File: src/rtl/adc_emu_pkg.sv
// Shared constants, FSM state type and the config-to-sample mapping for the
// LTC2308-style ADC emulator.
package adc_emu_pkg;

  localparam int unsigned CFG_W = 6;
  localparam int unsigned RES_W = 12;
  localparam int unsigned NCH   = 8;
  localparam int unsigned TBL_W = RES_W * NCH;

  // Config word layout {S/D, O/S, S1, S0, UNI, SLP}
  localparam int unsigned CFG_SLP = 0;
  localparam int unsigned CFG_UNI = 1;
  localparam int unsigned CFG_S0  = 2;
  localparam int unsigned CFG_S1  = 3;
  localparam int unsigned CFG_OS  = 4;
  localparam int unsigned CFG_SD  = 5;

  localparam logic [CFG_W-1:0] CFG_RESET = 6'b100010;

  typedef enum logic [1:0] {
    IDLE,
    SHIFT,
    CONVERT
  } state_t;

  function automatic logic [RES_W-1:0] cfg_to_result(
    input logic [CFG_W-1:0] cfg,
    input logic [TBL_W-1:0] tbl
  );
    logic [2:0]       ch;
    logic [RES_W-1:0] raw;
    logic [RES_W-1:0] res;
    ch  = {cfg[CFG_S1], cfg[CFG_S0], cfg[CFG_OS]};
    raw = tbl[RES_W*ch +: RES_W];
    res = raw;
    if (!cfg[CFG_SD]) begin
      res = '0;
    end else if (!cfg[CFG_UNI]) begin
      res = raw ^ 12'h800;
    end
    if (cfg[CFG_SLP]) begin
      res = '0;
    end
    return res;
  endfunction

endpackage

File: src/rtl/adc_spi_responder_if.sv
// SPI pin bundle between the ADC master and the emulated converter.
interface adc_spi_responder_if;
  logic adc_sclk;
  logic adc_cs_n;
  logic adc_din;
  logic adc_dout;

  modport master (output adc_sclk, output adc_cs_n, output adc_din, input adc_dout);
  modport slave  (input adc_sclk, input adc_cs_n, input adc_din, output adc_dout);
endinterface

File: src/rtl/spi_pin_sync.sv
// Synchronises the asynchronous SPI pins into clk and produces single-cycle
// edge strobes for sclk and cs_n plus a synchronised din.
module spi_pin_sync #(
  parameter int unsigned SYNC_STAGES = 2
) (
  input  logic clk,
  input  logic reset,
  input  logic sclk,
  input  logic cs_n,
  input  logic din,
  output logic sclk_rise,
  output logic sclk_fall,
  output logic cs_fall,
  output logic cs_rise,
  output logic din_s
);

  logic [SYNC_STAGES-1:0] sclk_sync;
  logic [SYNC_STAGES-1:0] cs_sync;
  logic [SYNC_STAGES-1:0] din_sync;
  logic                   sclk_prev;
  logic                   cs_prev;

  // cs_n history clears to 0 so a frame already in progress at reset release
  // never produces a fall; only the master's next genuine fall starts a frame.
  always_ff @(posedge clk) begin
    if (reset) begin
      sclk_sync <= '0;
      cs_sync   <= '0;
      din_sync  <= '0;
      sclk_prev <= 1'b0;
      cs_prev   <= 1'b0;
    end else begin
      sclk_sync <= {sclk_sync[SYNC_STAGES-2:0], sclk};
      cs_sync   <= {cs_sync[SYNC_STAGES-2:0], cs_n};
      din_sync  <= {din_sync[SYNC_STAGES-2:0], din};
      sclk_prev <= sclk_sync[SYNC_STAGES-1];
      cs_prev   <= cs_sync[SYNC_STAGES-1];
    end
  end

  assign sclk_rise = sclk_sync[SYNC_STAGES-1] & ~sclk_prev;
  assign sclk_fall = ~sclk_sync[SYNC_STAGES-1] & sclk_prev;
  assign cs_rise   = cs_sync[SYNC_STAGES-1] & ~cs_prev;
  assign cs_fall   = ~cs_sync[SYNC_STAGES-1] & cs_prev;
  assign din_s     = din_sync[SYNC_STAGES-1];

endmodule

File: src/rtl/adc_spi_responder.sv
// Emulated 12-bit 8-channel SPI ADC: accepts a 6-bit config per frame and
// returns the sample selected by the previous frame's config.
module adc_spi_responder
  import adc_emu_pkg::*;
#(
  parameter int unsigned CONV_CYCLES = 64,
  parameter int unsigned SYNC_STAGES = 2
) (
  input  logic                clk,
  input  logic                reset,
  adc_spi_responder_if.slave  spi,
  input  logic [TBL_W-1:0]    sample_table,
  output logic [CFG_W-1:0]    cfg_word,
  output logic                cfg_valid,
  output logic                busy,
  output logic                err_early,
  output logic                err_short,
  output logic [15:0]         frame_count
);

  localparam int unsigned CONV_W   = (CONV_CYCLES > 1) ? $clog2(CONV_CYCLES) : 1;
  localparam logic [3:0]  CFG_BITS = 4'(CFG_W);

  logic sclk_rise, sclk_fall, cs_fall, cs_rise, din_s;

  spi_pin_sync #(.SYNC_STAGES(SYNC_STAGES)) u_sync (
    .clk       (clk),
    .reset     (reset),
    .sclk      (spi.adc_sclk),
    .cs_n      (spi.adc_cs_n),
    .din       (spi.adc_din),
    .sclk_rise (sclk_rise),
    .sclk_fall (sclk_fall),
    .cs_fall   (cs_fall),
    .cs_rise   (cs_rise),
    .din_s     (din_s)
  );

  state_t            state_q, state_d;
  logic [3:0]        bit_cnt_q, bit_cnt_d;
  logic [CFG_W-1:0]  shreg_q, shreg_d;
  logic [RES_W-1:0]  tx_q, tx_d;
  logic [RES_W-1:0]  result_q, result_d;
  logic [CFG_W-1:0]  cfg_q, cfg_d;
  logic [15:0]       frame_cnt_q, frame_cnt_d;
  logic [CONV_W-1:0] conv_cnt_q, conv_cnt_d;
  logic              cfg_valid_q, cfg_valid_d;
  logic              err_early_q, err_early_d;
  logic              err_short_q, err_short_d;

  always_ff @(posedge clk) begin
    if (reset) begin
      state_q     <= IDLE;
      bit_cnt_q   <= '0;
      shreg_q     <= '0;
      tx_q        <= '0;
      result_q    <= '0;
      cfg_q       <= CFG_RESET;
      frame_cnt_q <= '0;
      conv_cnt_q  <= '0;
      cfg_valid_q <= 1'b0;
      err_early_q <= 1'b0;
      err_short_q <= 1'b0;
    end else begin
      state_q     <= state_d;
      bit_cnt_q   <= bit_cnt_d;
      shreg_q     <= shreg_d;
      tx_q        <= tx_d;
      result_q    <= result_d;
      cfg_q       <= cfg_d;
      frame_cnt_q <= frame_cnt_d;
      conv_cnt_q  <= conv_cnt_d;
      cfg_valid_q <= cfg_valid_d;
      err_early_q <= err_early_d;
      err_short_q <= err_short_d;
    end
  end

  // tx_q[11] drives DOUT; shifting zeros in leaves DOUT low after bit 0.
  always_comb begin
    state_d     = state_q;
    bit_cnt_d   = bit_cnt_q;
    shreg_d     = shreg_q;
    tx_d        = tx_q;
    result_d    = result_q;
    cfg_d       = cfg_q;
    frame_cnt_d = frame_cnt_q;
    conv_cnt_d  = conv_cnt_q;
    cfg_valid_d = 1'b0;
    err_early_d = 1'b0;
    err_short_d = 1'b0;
    unique case (state_q)
      IDLE: begin
        if (cs_fall) begin
          state_d   = SHIFT;
          bit_cnt_d = '0;
          tx_d      = result_q;
        end
      end
      SHIFT: begin
        if (cs_rise) begin
          if (bit_cnt_q >= CFG_BITS) begin
            cfg_d       = shreg_q;
            cfg_valid_d = 1'b1;
          end else begin
            err_short_d = 1'b1;
          end
          frame_cnt_d = frame_cnt_q + 16'd1;
          conv_cnt_d  = CONV_W'(CONV_CYCLES - 1);
          tx_d        = '0;
          state_d     = CONVERT;
        end else begin
          if (sclk_rise) begin
            if (bit_cnt_q < CFG_BITS) begin
              shreg_d = {shreg_q[CFG_W-2:0], din_s};
            end
            if (bit_cnt_q != 4'hF) begin
              bit_cnt_d = bit_cnt_q + 4'd1;
            end
          end
          if (sclk_fall) begin
            tx_d = {tx_q[RES_W-2:0], 1'b0};
          end
        end
      end
      CONVERT: begin
        if (cs_fall) begin
          err_early_d = 1'b1;
          state_d     = SHIFT;
          bit_cnt_d   = '0;
          tx_d        = '0;
        end else if (conv_cnt_q == '0) begin
          result_d = cfg_to_result(cfg_q, sample_table);
          state_d  = IDLE;
        end else begin
          conv_cnt_d = conv_cnt_q - 1'b1;
        end
      end
      default: state_d = IDLE;
    endcase
  end

  assign spi.adc_dout = tx_q[RES_W-1];
  assign cfg_word     = cfg_q;
  assign cfg_valid    = cfg_valid_q;
  assign busy         = (state_q == CONVERT);
  assign err_early    = err_early_q;
  assign err_short    = err_short_q;
  assign frame_count  = frame_cnt_q;

endmodule

File: src/flat_wrapper.sv
// flat-port wrapper written by rule: the top's interface ports become plain ports
module adc_spi_responder_flat import adc_emu_pkg::*;
#(
  parameter int unsigned CONV_CYCLES = 64,
  parameter int unsigned SYNC_STAGES = 2
)
  (clk, reset, sample_table, cfg_word, cfg_valid, busy, err_early, err_short, frame_count, spi_adc_sclk, spi_adc_cs_n, spi_adc_din, spi_adc_dout);
  adc_spi_responder_if spi_i ();
  input  logic clk;
  input  logic reset;
  input  logic [TBL_W-1:0] sample_table;
  output logic [CFG_W-1:0] cfg_word;
  output logic cfg_valid;
  output logic busy;
  output logic err_early;
  output logic err_short;
  output logic [15:0] frame_count;
  input wire logic [$bits(spi_i.adc_sclk)-1:0] spi_adc_sclk;
  input wire logic [$bits(spi_i.adc_cs_n)-1:0] spi_adc_cs_n;
  input wire logic [$bits(spi_i.adc_din)-1:0] spi_adc_din;
  output wire logic [$bits(spi_i.adc_dout)-1:0] spi_adc_dout;
  assign spi_i.adc_sclk = spi_adc_sclk;
  assign spi_i.adc_cs_n = spi_adc_cs_n;
  assign spi_i.adc_din = spi_adc_din;
  assign spi_adc_dout = spi_i.adc_dout;
  adc_spi_responder #(.CONV_CYCLES(CONV_CYCLES), .SYNC_STAGES(SYNC_STAGES)) u_core (.clk(clk), .reset(reset), .spi(spi_i), .sample_table(sample_table), .cfg_word(cfg_word), .cfg_valid(cfg_valid), .busy(busy), .err_early(err_early), .err_short(err_short), .frame_count(frame_count));
endmodule
File: config.mk
export PLATFORM = sky130hd
export DESIGN_NAME = adc_spi_responder_flat
export DESIGN_NICKNAME = d
export VERILOG_FILES = /design/src/rtl/adc_emu_pkg.sv /design/src/rtl/adc_spi_responder_if.sv /design/src/rtl/spi_pin_sync.sv /design/src/rtl/adc_spi_responder.sv /design/src/flat_wrapper.sv
export SDC_FILE = /design/constraint.sdc
export NUM_CORES = 1
export LEC_CHECK = 0
export ABC_AREA = 0
export CAP_MARGIN = 20
export CORE_AREA = 2 2 96 98
export DETAILED_ROUTE_END_ITERATION = 10
export DIE_AREA = 0 0 98 100
export PLACE_DENSITY = 0.77
export SLEW_MARGIN = 20
export SYNTH_ARGS = -nofsm -noshare
export SYNTH_HDL_FRONTEND = slang
export SYNTH_SLANG_ARGS = --single-unit
export TNS_END_PERCENT = 100
File: constraint.sdc
create_clock -name clk -period 2.2 [get_ports clk]
set_input_delay 0.55 -clock clk [delete_from_list [all_inputs] [get_ports clk]]
set_output_delay 0.55 -clock clk [all_outputs]
set_load 0.005 [all_outputs]
==> run summary <==
# clock sinks: 75
Worst hold-check path type: register to register
H-tree depth: 3
Max Cap Viol: 0
Die height: 100 um
CP Max Fanout: 10
Synth area leaders: dfxtp_1 39%, mux4_2 14%, mux2i_1 5.9%
RSZ-0062 raised after global routing: false
Core footprint: 8890 um2
Worst Tran Pin Value: 612 ps
Total grt overflow: 0
Setup tns final: 0 ps
Hold Startpoint: u_core.u_sync.cs_sync[0]
Initial DRC Count: 169
Total vias in the final route: 3558
Sequential share of power: 41.7%
Crit start category: register
FFs w/ async S/R, synth: 0%
Switch Pwr: 1.21 mW
Final setup vio count: 0
Total power: 3.82 mW
FF+latch area: 1500 um2
Antenna Nets Post-Route: 0
Final nets: 632
Reg-to-Reg Start: u_core.state_q[0]
CTS Buffer Depth: 2
#FFs+latches synth: 75
Slowest cell on the critical path: clkdlybuf4s50_1
Commonest non-fill, non-tap cell in the layout: clkdlybuf4s50_1
Logic pwr share: 29.2%
Post-Syn Area: 3880 um2
Largest net degree at the start of global routing: 30
Cell Chain, Critical Path: inv_1, ha_4, clkdlybuf4s50_1
Remaining DRCs: 0
Ports: 128
Initial Utilization: 43.7%
Rows: 35
FF-to-FF path depth: 6
Seq/Total Area, Yosys: 38.7%
Ant. Diodes: 0
R2r endpoint: u_core.tx_q[2]
Fin crit share: 95.0%
Vias in the first global route: 3543
Commonest cells after routing, fill and taps aside: 126 x clkdlybuf4s50_1, 74 x dfxtp_1, 28 x a21oi_1
Endpoint class of the critical path: output pin
# fillers: 731
Internal: 2.61 mW
Crit path largest cell delay: 510 ps
Area growth syn-to-layout: 42.2%
IO buf count: 127
Final WL: 9860 um
Syn avg cell area: 9.78 um2
R2R setup slack: 200 ps
Area share of the largest cell type after synthesis: 38.7%
Leakage: 1.93 nW
Slew Viols, Final: 0
Hpwl dp: 7580 um
Layout cells sized above 1: 12.1%
Full die area: 9800 um2
Via density per instance: 5.58
TritonCTS buffer count: 9
DRT Pass-1 Iters: 4
PD cells: 693 nW/um2
Post-detailed-route wirelength per cell: 15.4 um
CTS Root Cell: clkbuf_8
Syn. warnings: 0
TritonCTS clock tree: done
Worst Clk Skew: 8.54 ps
Hold violation count in the final report: 0
EDFF count, synth: 0
Rel. slew slack: 58.9%
Gpl congestion: 0.841
Multi-input logic area: 2220 um2
Minimum clock period: 2090 ps
CP required: 1650 ps
Max IR drop VDD: 0.395 mV
Switch share: 31.7%
Largest area contributor in the synthesized netlist: dfxtp_1
Die X: 98 um
Post-synthesis cell type count: 45
CTS clock-pin slew for the worst setup and hold paths: 80 ps
GRT Total Usage: 20.4%
Synth Net Count: 507
Hold_buf cts: 0
Clock Power Share: 29.1%
CP arrival: 1540 ps
Skew-Pair Late Insertion Delay: 350 ps
Antenna violations before repair: 0
Outcome: completed
Predominant post-synthesis flop cell: dfxtp_1
Kind of critical path: register to output pin
Worst hold path cell count: 1
Syn Inst Count: 397
Worst Hold End: u_core.u_sync.cs_sync[1]
Fmax: 479 MHz
Global-route wire length before repair: 16400 um
-- cell usage after synthesis, types with 2 or more instances --
cell and instances:
a211o_1 2, a211oi_1 13, a21oi_1 28, a22oi_1 11, a31o_2 3, a31oi_1 6, and2_1 2, and3_1 5
buf_2 7, clkbuf_1 19, dfxtp_1 75, ha_1 9, inv_1 14, mux2i_1 23, mux4_2 24, nand2_1 20
nand2b_1 6, nand3_1 9, nand4_1 7, nor2_1 26, nor2b_1 12, nor3_1 4, nor3b_1 2, nor4_1 2
o21a_1 2, o21ai_0 20, o31ai_1 7, or2_2 2, or3_1 5, or4_1 9, xnor2_1 5, xor2_1 5
-- power groups by stage --
stage | clock network [mW] | logic, mW | registers (mW)
3_3_place_gp | 0 | 1.06 | 1.61
6_report | 1.11 | 1.12 | 1.59
4_1_cts | 1.13 | 1.11 | 1.59
2_1_floorplan | 0 | 0.720 | 1.59
3_5_place_dp | 0 | 1.10 | 1.62
5_1_grt | 1.21 | 1.25 | 1.61
-- per-stage QoR --
| stage | setup WS [ps] | cell area [um2] | std cells | hold WS [ps] | util, % |
|---|---|---|---|---|---|
| after global routing | 39.6 | 5520 | 638 | 456 | 62.1 |
| after global placement | 276 | 5300 | 622 | 417 | 59.6 |
| after floorplan | 266 | 3880 | 397 | 414 | - |
| after CTS | 27.0 | 5510 | 638 | 445 | 62.0 |
| after detailed placement | 167 | 5300 | 622 | 426 | 59.6 |
| final | 111 | 5520 | 638 | 443 | 62.1 |
-- registers in the layout, summed over array words and instances (netlist names) --
register / flops
u_core.state_q: 2
u_core.cfg_word: 6
u_core.result_q: 12
u_core.u_sync.din_sync: 2
u_core.u_sync.cs_prev: 1
u_core.frame_count: 16
u_core.u_sync.sclk_prev: 1
u_core.bit_cnt_q: 4
u_core.tx_q: 12
u_core.err_early: 1
u_core.u_sync.cs_sync: 2
u_core.cfg_valid: 1
u_core.u_sync.sclk_sync: 2
u_core.err_short: 1
u_core.shreg_q: 6
u_core.conv_cnt_q: 6
-- cell type report --
cell class | instances | share of cell area, %
clock buffers | 11 | 2.74
clock inverters | 5 | 1.09
inverters | 14 | 0.952
multi-input cells | 280 | 40.3
flip-flops and latches | 75 | 27.2
well taps | 111 | 2.52
repair buffers | 142 | 25.2
-- kinds of logic (layout without fill, tap and decap cells) --
| family | count (synthesis) | after routing | synth area share (%) |
|---|---|---|---|
| AO/OA/AOI/OAI | 98 | 98 | 16.0 |
| multiplexers | 47 | 47 | 19.8 |
| XOR/XNOR | 10 | 10 | 2.26 |
| buffers and inverters | 42 | 172 | 4.38 |
| adder cells (fa/ha/maj) | 9 | 9 | 2.90 |
| AND/OR/NAND/NOR | 116 | 116 | 16.0 |
| flip-flops | 75 | 75 | 38.7 |
-- layer usage --
| layer | vias to the layer above | routed length, um | global-route usage, % |
|---|---|---|---|
| li1 | 1731 | - | - |
| met1 | 1675 | 4100 | 26.0 |
| met2 | 130 | 4890 | 33.4 |
| met3 | 22 | 601 | 4.87 |
| met4 | 0 | 262 | 8.97 |
| met5 | - | 0 | 0 |
-- how the worst max path moves through the flow --
| stage | startpoint | to | slack, ps |
|---|---|---|---|
| global placement | sample_table[71] | u_core.result_q[11] | 280 |
| global route | u_core.state_q[0] | busy | 40 |
| detailed placement | u_core.state_q[0] | u_core.tx_q[9] | 170 |
| CTS | u_core.state_q[0] | busy | 30 |
| floorplan | u_core.state_q[0] | u_core.tx_q[10] | 270 |
| finish | u_core.state_q[0] | busy | 110 |
-- what timing repair did --
action | 4_1_cts | 5_1_grt
hold endpoints to repair | 0 | 0
setup endpoints to repair | 1 | 1
gates resized for setup | 1 | 1
setup buffers | 0 | 0
-- critical path, delay by kind of cell, from the launching register on --
kind	cells	cell delay (ps)
buffers and inverters	2	650
flip-flops	1	340
adder cells (fa/ha/maj)	1	210
(Power assumes the default switching activity.)
